$ cat src/rtl/pipo_arbiter.sv
// Round-robin req/gnt arbiter that loads the winning requester's word into one shared PIPO register.
// Define PIPO_ARB_RR_EN for round-robin selection; left undefined, the lowest index always wins.
module pipo_arbiter #(
   parameter int WIDTH = 5,
   parameter int N     = 4,
   parameter int ID_W  = 2
) (
   input  logic               clk,
   input  logic               clr,
   input  logic [N-1:0]       req,
   input  logic [N*WIDTH-1:0] din,
   output logic [N-1:0]       gnt,
   output logic [WIDTH-1:0]   out,
   output logic               out_vld,
   output logic [ID_W-1:0]    owner,
   output logic               busy
);

   typedef enum logic [1:0] {
      IDLE  = 2'd0,
      GRANT = 2'd1,
      HOLD  = 2'd2
   } state_t;

   state_t            state_q;
   logic [N-1:0]      gnt_q;
   logic [WIDTH-1:0]  out_q;
   logic              vld_q;
   logic [ID_W-1:0]   owner_q;
   logic              busy_q;
   logic [ID_W-1:0]   win_q;
   logic [ID_W-1:0]   ptr;
   logic [ID_W-1:0]   sel_idx;

`ifdef PIPO_ARB_RR_EN
   logic [ID_W-1:0]   ptr_q;
   logic [ID_W-1:0]   ptr_d;

   assign ptr   = ptr_q;
   assign ptr_d = (win_q == ID_W'(N-1)) ? '0 : win_q + 1'b1;
`else
   assign ptr = '0;
`endif

   // Scan from the far end of the rotation so the last hit is the first in ptr order.
   always_comb begin
      sel_idx = '0;
      for (int k = N-1; k >= 0; k--) begin
         if (req[(int'(ptr) + k) % N])
            sel_idx = ID_W'((int'(ptr) + k) % N);
      end
   end

   always_ff @(posedge clk) begin
      if (clr) begin
         state_q <= IDLE;
         gnt_q   <= '0;
         out_q   <= '0;
         vld_q   <= 1'b0;
         owner_q <= '0;
         busy_q  <= 1'b0;
         win_q   <= '0;
`ifdef PIPO_ARB_RR_EN
         ptr_q   <= '0;
`endif
      end else begin
         vld_q <= 1'b0;
         case (state_q)
            IDLE: begin
               if (|req) begin
                  win_q   <= sel_idx;
                  gnt_q   <= N'(1) << sel_idx;
                  busy_q  <= 1'b1;
                  state_q <= GRANT;
               end
            end
            GRANT: begin
               if (req[win_q]) begin
                  out_q   <= din[int'(win_q)*WIDTH +: WIDTH];
                  owner_q <= win_q;
                  vld_q   <= 1'b1;
`ifdef PIPO_ARB_RR_EN
                  ptr_q   <= ptr_d;
`endif
                  state_q <= HOLD;
               end else begin
                  // Withdrawn before the load: release without touching out or ptr.
                  gnt_q   <= '0;
                  busy_q  <= 1'b0;
                  state_q <= IDLE;
               end
            end
            HOLD: begin
               if (!req[win_q]) begin
                  gnt_q   <= '0;
                  busy_q  <= 1'b0;
                  state_q <= IDLE;
               end
            end
            default: begin
               gnt_q   <= '0;
               busy_q  <= 1'b0;
               state_q <= IDLE;
            end
         endcase
      end
   end

   assign gnt     = gnt_q;
   assign out     = out_q;
   assign out_vld = vld_q;
   assign owner   = owner_q;
   assign busy    = busy_q;

endmodule

$ cat config.mk
export PLATFORM = sky130hd
export DESIGN_NAME = pipo_arbiter
export DESIGN_NICKNAME = d
export VERILOG_FILES = /design/src/rtl/pipo_arbiter.sv
export SDC_FILE = /design/constraint.sdc
export NUM_CORES = 1
export LEC_CHECK = 0
export CORE_MARGIN = 10
export CORE_UTILIZATION = 41
export CTS_BUF_LIST = sky130_fd_sc_hd__clkbuf_8 sky130_fd_sc_hd__clkbuf_16
export DETAILED_ROUTE_END_ITERATION = 10
export PLACE_DENSITY = 0.78
export SETUP_SLACK_MARGIN = 0.02
export SLEW_MARGIN = 10
export SYNTH_ARGS = -nofsm -noshare
export SYNTH_HDL_FRONTEND = slang
export SYNTH_SLANG_ARGS = --single-unit
$ cat constraint.sdc
create_clock -name clk -period 2.3 [get_ports clk]
set_input_delay 0.46 -clock clk [delete_from_list [all_inputs] [get_ports clk]]
set_output_delay 0.46 -clock clk [all_outputs]
set_load 0.1 [all_outputs]
==> metrics <==
average footprint of a synthesized cell=10.0 sq um; post-synthesis cell type count=25; global-route wire length before repair=around 4200 microns; Worst Setup SP=req[0]; Max transition margin=around 72%; number of instances resized during post-cts repair=0; Worst path depth=5; cell area after placement=roughly 1300 sq um; worst r2r dst=state_q[1]; Starting DRT DRC Count=35; Clock Skew=~0.90 ps; largest net degree at the start of global routing=12; placement row count=17; Synth Cell Area=between 900 and 1000 sq um; critical path launch point type=input port; Total Neg Setup Slack=0 ps; Final Power=just over 900 uW; slowest cell delay on critical path=~600 ps; Max stage delay cell, worst path=sky130_fd_sc_hd__mux4_2; via count=833; critical register-to-register path startpoint=state_q[1]; number of port buffers=38; fraction of final layout cells sized beyond drive strength 1=about a quarter; DR WL/cell=around 15 microns; die width=between 60 and 70 microns; H-tree depth=1; cell types occupying the most area after synthesis=sky130_fd_sc_hd__dfxtp_1, sky130_fd_sc_hd__mux4_2, sky130_fd_sc_hd__mux2i_1; CTS buffer count=3; clock-pin slew of the registers on the worst-case setup and hold paths=~60 ps; grt ovf=0; number of nets in the finished design=between 150 and 200; Die Y-Extent=slightly below 70 microns; Pwr per Cell Area=~670 nW/um^2; TritonRoute pass-1 iters=4; root cell of the clock tree=sky130_fd_sc_hd__clkbuf_8; Period Utilization, post-route=85.9%; buffers plus inverters on the worst setup path=1; proportion of netlist area held by the largest area contributor=around 37%; hold violation count in the final report=0; effective utilization at floorplan=42.4%; RD Place Congestion=0.861; number of antenna-violating nets in the routed design=0; Max Buffers Root-to-Sink=2; HPWL after DPL=between 2000 and 2500 microns; Worst R2R Path Depth=7; setup ws final=around 320 ps; post-cts hold buffer count=0; Max-cap violations=0; Die Outline Area=~4500 sq um; status=completed; via density per instance=just over 5; Setup CP Type=in -> reg; min Tclk post-route=1980 ps; cell type contributing the most total cell area after synthesis=sky130_fd_sc_hd__dfxtp_1; cells along the critical path=clkdlybuf4s50_1 > mux4_2 > a22oi_4 > mux2i_1 > nor2_1; Hold Path Stages=2; P_leak=a little over 0.0006 uW; number of antenna violations at the first check in global routing=0; top fanout value on the critical path=8; Layout Utilization=a little under two thirds; final standard cell area without fillers=between 1000 and 1500 sq um; maximum vdd ir drop=486 uV; I/O Pins=39; clock network latency to the later pin of the worst-skew pair=about 240 ps; Global Route Usage Sum=a little under an eighth; number of warnings reported in the yosys synthesis log=0; setup repair after global routing missed its margin=false; number of pins exceeding their max-slew limit in the final report=0; crit path DAT=2090 ps; FF+latch count, synth=17; floorplan core area=2170 sq um; vias in the first global route=around 890; clock tree sinks=17; Largest delay share family, worst path=multiplexers; antenna cells=0; endpoints failing setup=0; Max Fclk=506 MHz; reg2reg setup slack=roughly 580 ps; # Post-CTS Setup Buffers=0; Area Overhead vs Synth=50.1%; Synth Net Count=approximately 120; post-synthesis cell count=92; wire length reported by the detailed router=2510 microns; class of the tightest hold or removal check=reg -> reg; placement-stage worst setup slack=around 64 ps; sequential area share after synthesis=a little under two fifths; CP Data Required Time=~2400 ps; drt drc=0; critical path capture point type=flop; Critical path destination=gnt[2]; clock tree from TritonCTS=done; worst-margin pin slew=between 400 and 500 ps
==> through the flow <==
| step | cells | hold WS, ps |
|---|---|---|
| 6_report | 165 | 463 |
| 4_1_cts | 165 | 470 |
| 2_1_floorplan | 92 | 500 |
| 3_5_place_dp | 161 | 461 |
| 3_3_place_gp | 161 | 454 |
| 5_1_grt | 165 | 501 |
==> state kept, by name, summed over array words and instances, names as in the netlist <==
signal and count:
owner 2, out_vld 1, busy 1, gnt 4
out 5, win_q 2, state_q 2
==> worst min-delay path, delay by kind of cell, from the launching register on <==
kind,cells,cell delay (ps)
AOI/OAI and AO/OA,1,50
and+or+nand+nor,1,50
DFF,1,310
==> placed cells by master (no fill, tap or decap) <==
cell type                          n
sky130_fd_sc_hd__clkdlybuf4s50_1  25
sky130_fd_sc_hd__buf_4            21
sky130_fd_sc_hd__dfxtp_1          17
sky130_fd_sc_hd__nor2_1           12
sky130_fd_sc_hd__mux2i_1          10
sky130_fd_sc_hd__a21oi_1           7
sky130_fd_sc_hd__inv_1             6
sky130_fd_sc_hd__mux4_2            6
sky130_fd_sc_hd__o21ai_0           5
sky130_fd_sc_hd__nand2_1           4
sky130_fd_sc_hd__ha_1              3
sky130_fd_sc_hd__clkbuf_8          3
sky130_fd_sc_hd__nor3_1            2
sky130_fd_sc_hd__a211oi_1          2
sky130_fd_sc_hd__o21a_1            2
sky130_fd_sc_hd__nand3_1           2
sky130_fd_sc_hd__and3b_1           2
sky130_fd_sc_hd__or4_1             1
sky130_fd_sc_hd__nor4b_1           1
sky130_fd_sc_hd__a41o_1            1
sky130_fd_sc_hd__nor2b_1           1
sky130_fd_sc_hd__nand2_2           1
sky130_fd_sc_hd__and2_1            1
sky130_fd_sc_hd__a22oi_4           1
sky130_fd_sc_hd__nand2b_1          1
==> layout make-up <==
cell class / count / area [sq um]
repair buffers: 46 / 408
clock inverters: 1 / 3.75
inverters: 5 / 18.8
multi-input cells: 65 / 533
well taps: 28 / 35.0
clock buffers: 3 / 41.3
flip-flops and latches: 17 / 340
fillers: 193 / 790
==> report_power, final <==
part / internal [uW] / switching [uW] / total [uW]
registers: 320 / 14.0 / 334
logic: 149 / 232 / 380
clock network: 118 / 89.4 / 207
total: 587 / 335 / 922
==> worst min-delay path by stage <==
stage / slack [ps] / to / start
after floorplan: 500 / state_q[0] / state_q[0]
after global placement: 450 / owner[0] / owner[0]
after detailed placement: 460 / owner[0] / owner[0]
after CTS: 470 / owner[0] / owner[0]
after global routing: 500 / owner[0] / owner[0]
final: 460 / owner[0] / owner[0]
==> cell usage after synthesis <==
library cell,n
sky130_fd_sc_hd__a211oi_1,2
sky130_fd_sc_hd__a21oi_1,7
sky130_fd_sc_hd__a22oi_4,1
sky130_fd_sc_hd__a41o_1,1
sky130_fd_sc_hd__and2_1,1
sky130_fd_sc_hd__and3b_1,2
sky130_fd_sc_hd__buf_2,1
sky130_fd_sc_hd__buf_6,1
sky130_fd_sc_hd__clkbuf_1,3
sky130_fd_sc_hd__dfxtp_1,17
sky130_fd_sc_hd__ha_1,3
sky130_fd_sc_hd__inv_1,5
sky130_fd_sc_hd__mux2i_1,10
sky130_fd_sc_hd__mux4_2,6
sky130_fd_sc_hd__nand2_1,4
sky130_fd_sc_hd__nand2_2,1
sky130_fd_sc_hd__nand2b_1,1
sky130_fd_sc_hd__nand3_1,2
sky130_fd_sc_hd__nor2_1,12
sky130_fd_sc_hd__nor2b_1,1
sky130_fd_sc_hd__nor3_1,2
sky130_fd_sc_hd__nor4b_1,1
sky130_fd_sc_hd__o21a_1,2
sky130_fd_sc_hd__o21ai_0,5
sky130_fd_sc_hd__or4_1,1
==> metal layers <==
layer  vias to the layer above  wire [microns]  global-route usage, %
li1                        420               -                      -
met1                       374            1140                   14.1
met2                        39            1040                   18.1
met3                         0             319                   5.29
met4                         0               0                   2.56
met5                         -               0                      0
==> cells by family (layout without fill, tap and decap cells) <==
| kind of cell | count (synthesis) | after routing | share of synthesized area, % |
|---|---|---|---|
| mux | 16 | 16 | 25.6 |
| simple gates | 28 | 28 | 15.1 |
| flops | 17 | 17 | 37.0 |
| compound gates | 18 | 18 | 13.2 |
| buf+inv | 10 | 55 | 5.03 |
| fa+ha+maj | 3 | 3 | 4.08 |
Note: power is estimated with default switching activity, not from simulation.
